$ cat config.mk
export PLATFORM = sky130hd
export DESIGN_NAME = seq_detector_param
export DESIGN_NICKNAME = d
export VERILOG_FILES = /design/src/rtl/seq_detector_param.sv
export SDC_FILE = /design/constraint.sdc
export NUM_CORES = 1
export LEC_CHECK = 0
export BUFFER_PORTS_ARGS = -buffer_cell sky130_fd_sc_hd__clkbuf_2
export CAP_MARGIN = 40
export CORE_UTILIZATION = 48
export CTS_BUF_LIST = sky130_fd_sc_hd__clkbuf_8 sky130_fd_sc_hd__clkbuf_16
export DETAILED_ROUTE_END_ITERATION = 10
export PLACE_DENSITY_LB_ADDON = 0.12
export SYNTH_ARGS = -nofsm -noshare
export SYNTH_HDL_FRONTEND = slang
export SYNTH_SLANG_ARGS = --single-unit
$ cat constraint.sdc
create_clock -name clk -period 1.99 [get_ports clk]
set_input_delay 0.0995 -clock clk [delete_from_list [all_inputs] [get_ports clk]]
set_output_delay 0.0995 -clock clk [all_outputs]
set_load 0.01 [all_outputs]
$ cat src/rtl/seq_detector_param.sv
// rtl/seq_detector_param.sv - runtime-programmable Mealy serial pattern detector with match counter
module seq_detector_param #(
  parameter int                 PAT_W   = 4,
  parameter logic [PAT_W-1:0]   PATTERN = 4'b1001,
  parameter int                 CNT_W   = 8
) (
  input  logic             clk,
  input  logic             reset,
  input  logic             en,
  input  logic             din,
  input  logic             overlap,
  input  logic             pat_load,
  input  logic [PAT_W-1:0] pat_in,
  input  logic             cnt_clr,
  output logic             y,
  output logic             y_q,
  output logic [CNT_W-1:0] match_cnt,
  output logic             cnt_sat
);

  localparam int               FW       = $clog2(PAT_W);
  localparam logic [FW-1:0]    FILL_MAX = FW'(PAT_W - 1);
  localparam logic [CNT_W-1:0] CNT_MAX  = '1;

  logic [PAT_W-1:0] pat_q, pat_d;
  logic [PAT_W-2:0] hist_q, hist_d;
  logic [FW-1:0]    fill_q, fill_d;
  logic [CNT_W-1:0] cnt_q, cnt_d;
  logic             sat_q, sat_d;
  logic             y_d;
  logic [PAT_W-1:0] window;

  // The current din completes the window; hist holds the PAT_W-1 bits before it.
  assign window = {hist_q, din};

  always_comb begin
    pat_d  = pat_q;
    hist_d = hist_q;
    fill_d = fill_q;
    cnt_d  = cnt_q;
    sat_d  = sat_q;
    y_d    = reset & en & ~pat_load & (fill_q == FILL_MAX) & (window == pat_q);

    if (pat_load) begin
      pat_d  = pat_in;
      hist_d = '0;
      fill_d = '0;
    end else if (en) begin
      if (y_d && !overlap) begin
        hist_d = '0;
        fill_d = '0;
      end else begin
        hist_d = window[PAT_W-2:0];
        fill_d = (fill_q == FILL_MAX) ? fill_q : fill_q + 1'b1;
      end
    end

    // Clear wins over a same-cycle match, so that match is not counted.
    if (cnt_clr) begin
      cnt_d = '0;
      sat_d = 1'b0;
    end else begin
      if (y_d && (cnt_q != CNT_MAX)) cnt_d = cnt_q + 1'b1;
      sat_d = sat_q | (cnt_d == CNT_MAX);
    end
  end

  always_ff @(posedge clk or negedge reset) begin
    if (!reset) begin
      pat_q  <= PATTERN;
      hist_q <= '0;
      fill_q <= '0;
      cnt_q  <= '0;
      sat_q  <= 1'b0;
      y_q    <= 1'b0;
    end else begin
      pat_q  <= pat_d;
      hist_q <= hist_d;
      fill_q <= fill_d;
      cnt_q  <= cnt_d;
      sat_q  <= sat_d;
      y_q    <= y_d;
    end
  end

  assign y         = y_d;
  assign match_cnt = cnt_q;
  assign cnt_sat   = sat_q;

endmodule

==> metrics <==
Worst Setup Slack, final=0.133 ns; register area share after synthesis=42.8%; clk root buf=clkbuf_8; CTS tree=done; cell family with most CP delay=simple AND/OR/NAND/NOR gates; Internal Power=about 580 µW; largest net degree at the start of global routing=20; VDD IR max=around 480 µV; Static Leak=0.590 nW; clock share of power=roughly 37%; Net Sw Frac=25.2%; GRT Residual Overflow=0; Synth top area share=about two fifths; Final Total Pwr=just under 800 µW; DR DRC count=0; Synth Flop Type=dfrtp_1; RSZ-0062 raised after global routing=no; Mapped Area=roughly 1100 µm²; final count of hold timing violations=0; CP required=around 2.2 ns; Worst Hold Slack=~0.067 ns; dpl ws=approximately 0.11 ns; vias per std cell=about 5.5; Post-DP Area=approximately 1300 µm²; Worst Hold End=pat_q[2]$_DFFE_PN0P_; CTS Sinks=19; worst hold stages=2; worst endpoint data arrival time=a little over 2 ns; P_sw=about 200 µW; Synth Net Count=roughly 130; min-delay worst type=input pin to flip-flop; Yosys warnings=0; Placed Cells=about 160; Critical R2R Capture=cnt_sat$_DFF_PN0_; Reg clk slew, reported paths=0.08 ns; dpl hpwl=1.64 mm; Clock Skews=approximately 0.0013 ns; detail-routed net length per standard cell=between 10 and 15 µm; total CTS buffers=3; period utilization=around 93%; synthesized instance count=between 100 and 150; synthesized area per cell=about 10 µm²; Boundary Pins=22; GR Util All Layers=22.0%; CP peak stage delay=~0.45 ns; Max-Cap Viols=0; nets@finish=between 150 and 200; die area=around 2500 µm²; Netlist cell types=38; Die Y=approximately 50 µm; sequence of cells on the critical path=ha_1, nand4_1, nor2_1, or4_4, a221oi_2, a32o_2; Starting Density=50.5%; Core Box Area=about 2200 µm²; first-pass GRT wire length=4.14 mm; drt first pass iters=4; share of synthesized registers carrying an async set or reset=100%; Clock Path Buffers=2; Max Clock Freq=around 0.54 GHz; Final Max Tran Viols=0; logic gate share of total power=10.0%; min Tclk post-route=~1.9 ns; area grow syn2layout=20.6%; worst reg2reg path startpoint=match_cnt[1]$_DFF_PN0_; Critical Path Fanout Max=6; RD Place Congestion=about 0.94; Synth area leader=dfrtp_1; initial antenna violation count=0; vias=930; Yosys reg bits=19; post-route cell area=approximately 1300 µm²; Post-Layout Cell Count=between 150 and 200; synth top area cells=dfrtp_1 (38%), nor2_1 (5.0%), dfstp_2 (4.7%); critical path class=flip-flop to flip-flop; drt initial violations=17; Worst Setup End Kind=flip-flop; Setup TNS Final=0 ns; port bufs=21; worst r2r path cells=6; Rows=17; Antenna Cells=0; # setup viols final=0; actual slew at the worst max-slew pin=~0.35 ns; remaining antenna violation count=0; hold_sp=pat_in[2]; sequential share of power=approximately 53%; flop-to-flop setup slack=between 0.1 and 0.15 ns; share of cells above drive strength 1=35.5%; Worst setup SP type=flip-flop; Crit-path slowest cell=dfrtp_2; htree depth=1; utilization after layout=between 60% and 70%; status=complete, no violations; EDFF count, synth=0; Buf/Inv on CP=0; vias in the first global route=roughly 890; Die Wd=50.2 µm; clock latency on the worst-skew pair=around 0.26 ns; Slew HR=~76%; pwr/cell area=roughly 580 nW/µm²; Total Wirelength=about 2.3 mm
## kinds of logic (layout without fill, tap and decap cells)
logic type	after synthesis	in the layout	synth area share, %
compound gates	19	19	12.4
mux	7	7	6.72
fa+ha+maj	2	2	2.24
buf+inv	9	36	3.92
simple gates	49	49	24.2
flops	19	19	42.8
xor+xnor	9	9	7.73
## cell usage after synthesis (2+ instances only)
cell type and instances:
dfrtp_1 17, nor2_1 15, nand2_1 9, nand3_1 8
xnor2_1 6, a21oi_1 4, mux2_2 4, nand2b_1 4
nand4_1 4, o21ai_0 4, inv_1 3, mux2i_1 3
a22oi_1 2, buf_2 2, clkbuf_1 2, dfstp_2 2
ha_1 2, nor2b_1 2, xor2_1 2
## timing repair
item                                    in CTS  in global routing
endpoints found under the setup margin       0                  2
resized for setup                            0                  4
hold endpoints to repair                    17                  0
setup buffers                                0                  0
hold buffers                                 1                  0
## placed cells by master, fill, tap and decap left out, types with 2 or more instances in the layout
master    synthesis  layout
nor2_1           15      15
nor2b_1           2       2
xnor2_1           6       6
nand2b_1          4       4
ha_1              2       2
nand3_1           8       7
mux2_2            4       4
clkbuf_8          0       3
xor2_1            2       2
mux2i_1           3       3
inv_1             3       3
a21oi_1           4       4
nand2_1           9       9
dfstp_2           2       2
buf_4             0       7
o21ai_0           4       4
a22oi_1           2       2
nand4_1           4       4
dfrtp_1          17      16
clkbuf_2          0      21
## layer usage
| layer | part of all wire [%] | GRT usage [%] | wire (µm) | up-vias |
|---|---|---|---|---|
| li1 | - | - | - | 457 |
| met1 | 48 | 31.5 | 1120 | 450 |
| met2 | 47 | 32.9 | 1080 | 21 |
| met4 | 0.39 | 9.52 | 9 | 0 |
| met5 | 0 | 0 | 0 | - |
| met3 | 4.5 | 3.03 | 105 | 2 |
## sequential cells by signal, indices dropped and copies added (netlist names)
name,cells
match_cnt,8
pat_q,4
hist_q,3
fill_q,2
cnt_sat,1
y_q,1
## worst reg2reg max path, stage by stage (launching register included)
cell      delay (ns)
dfrtp_2         0.45
ha_1            0.20
nand4_1         0.19
nor2_1          0.09
or4_4           0.42
a221oi_2        0.25
a32o_2          0.19
## worst max-delay path by stage
stage | cells past startpoint | slack, ns | startpoint | to
3_3_place_gp | 6 | 0.16 | pat_q[3]$_DFFE_PN1P_ | fill_q[0]$_DFFE_PN0P_
6_report | 6 | 0.13 | match_cnt[1]$_DFF_PN0_ | cnt_sat$_DFF_PN0_
4_1_cts | 6 | 0.08 | pat_q[0]$_DFFE_PN1P_ | fill_q[0]$_DFFE_PN0P_
2_1_floorplan | 8 | 0.02 | match_cnt[0]$_DFF_PN0_ | match_cnt[3]$_DFF_PN0_
3_5_place_dp | 6 | 0.11 | pat_q[0]$_DFFE_PN1P_ | fill_q[0]$_DFFE_PN0P_
5_1_grt | 6 | 0.003 | match_cnt[1]$_DFF_PN0_ | cnt_sat$_DFF_PN0_
## power by group through the flow
stage / registers (mW) / clock network [mW] / logic (mW)
after floorplan: 0.418 / 0 / 0.0495
after global routing: 0.414 / 0.303 / 0.0860
after CTS: 0.413 / 0.292 / 0.0763
final: 0.412 / 0.287 / 0.0778
after detailed placement: 0.420 / 0 / 0.0742
after global placement: 0.419 / 0 / 0.0717
## layout make-up
cell class / instances / area, µm²
inverter: 3 / 11.3
timing repair buffer: 29 / 168
clock buffer: 3 / 41.3
sequential: 19 / 479
tap: 28 / 35.0
fill: 211 / 865
clock inverter: 1 / 7.51
multi-input combinational: 86 / 606
No activity file was read; power rests on OpenSTA's default activity.
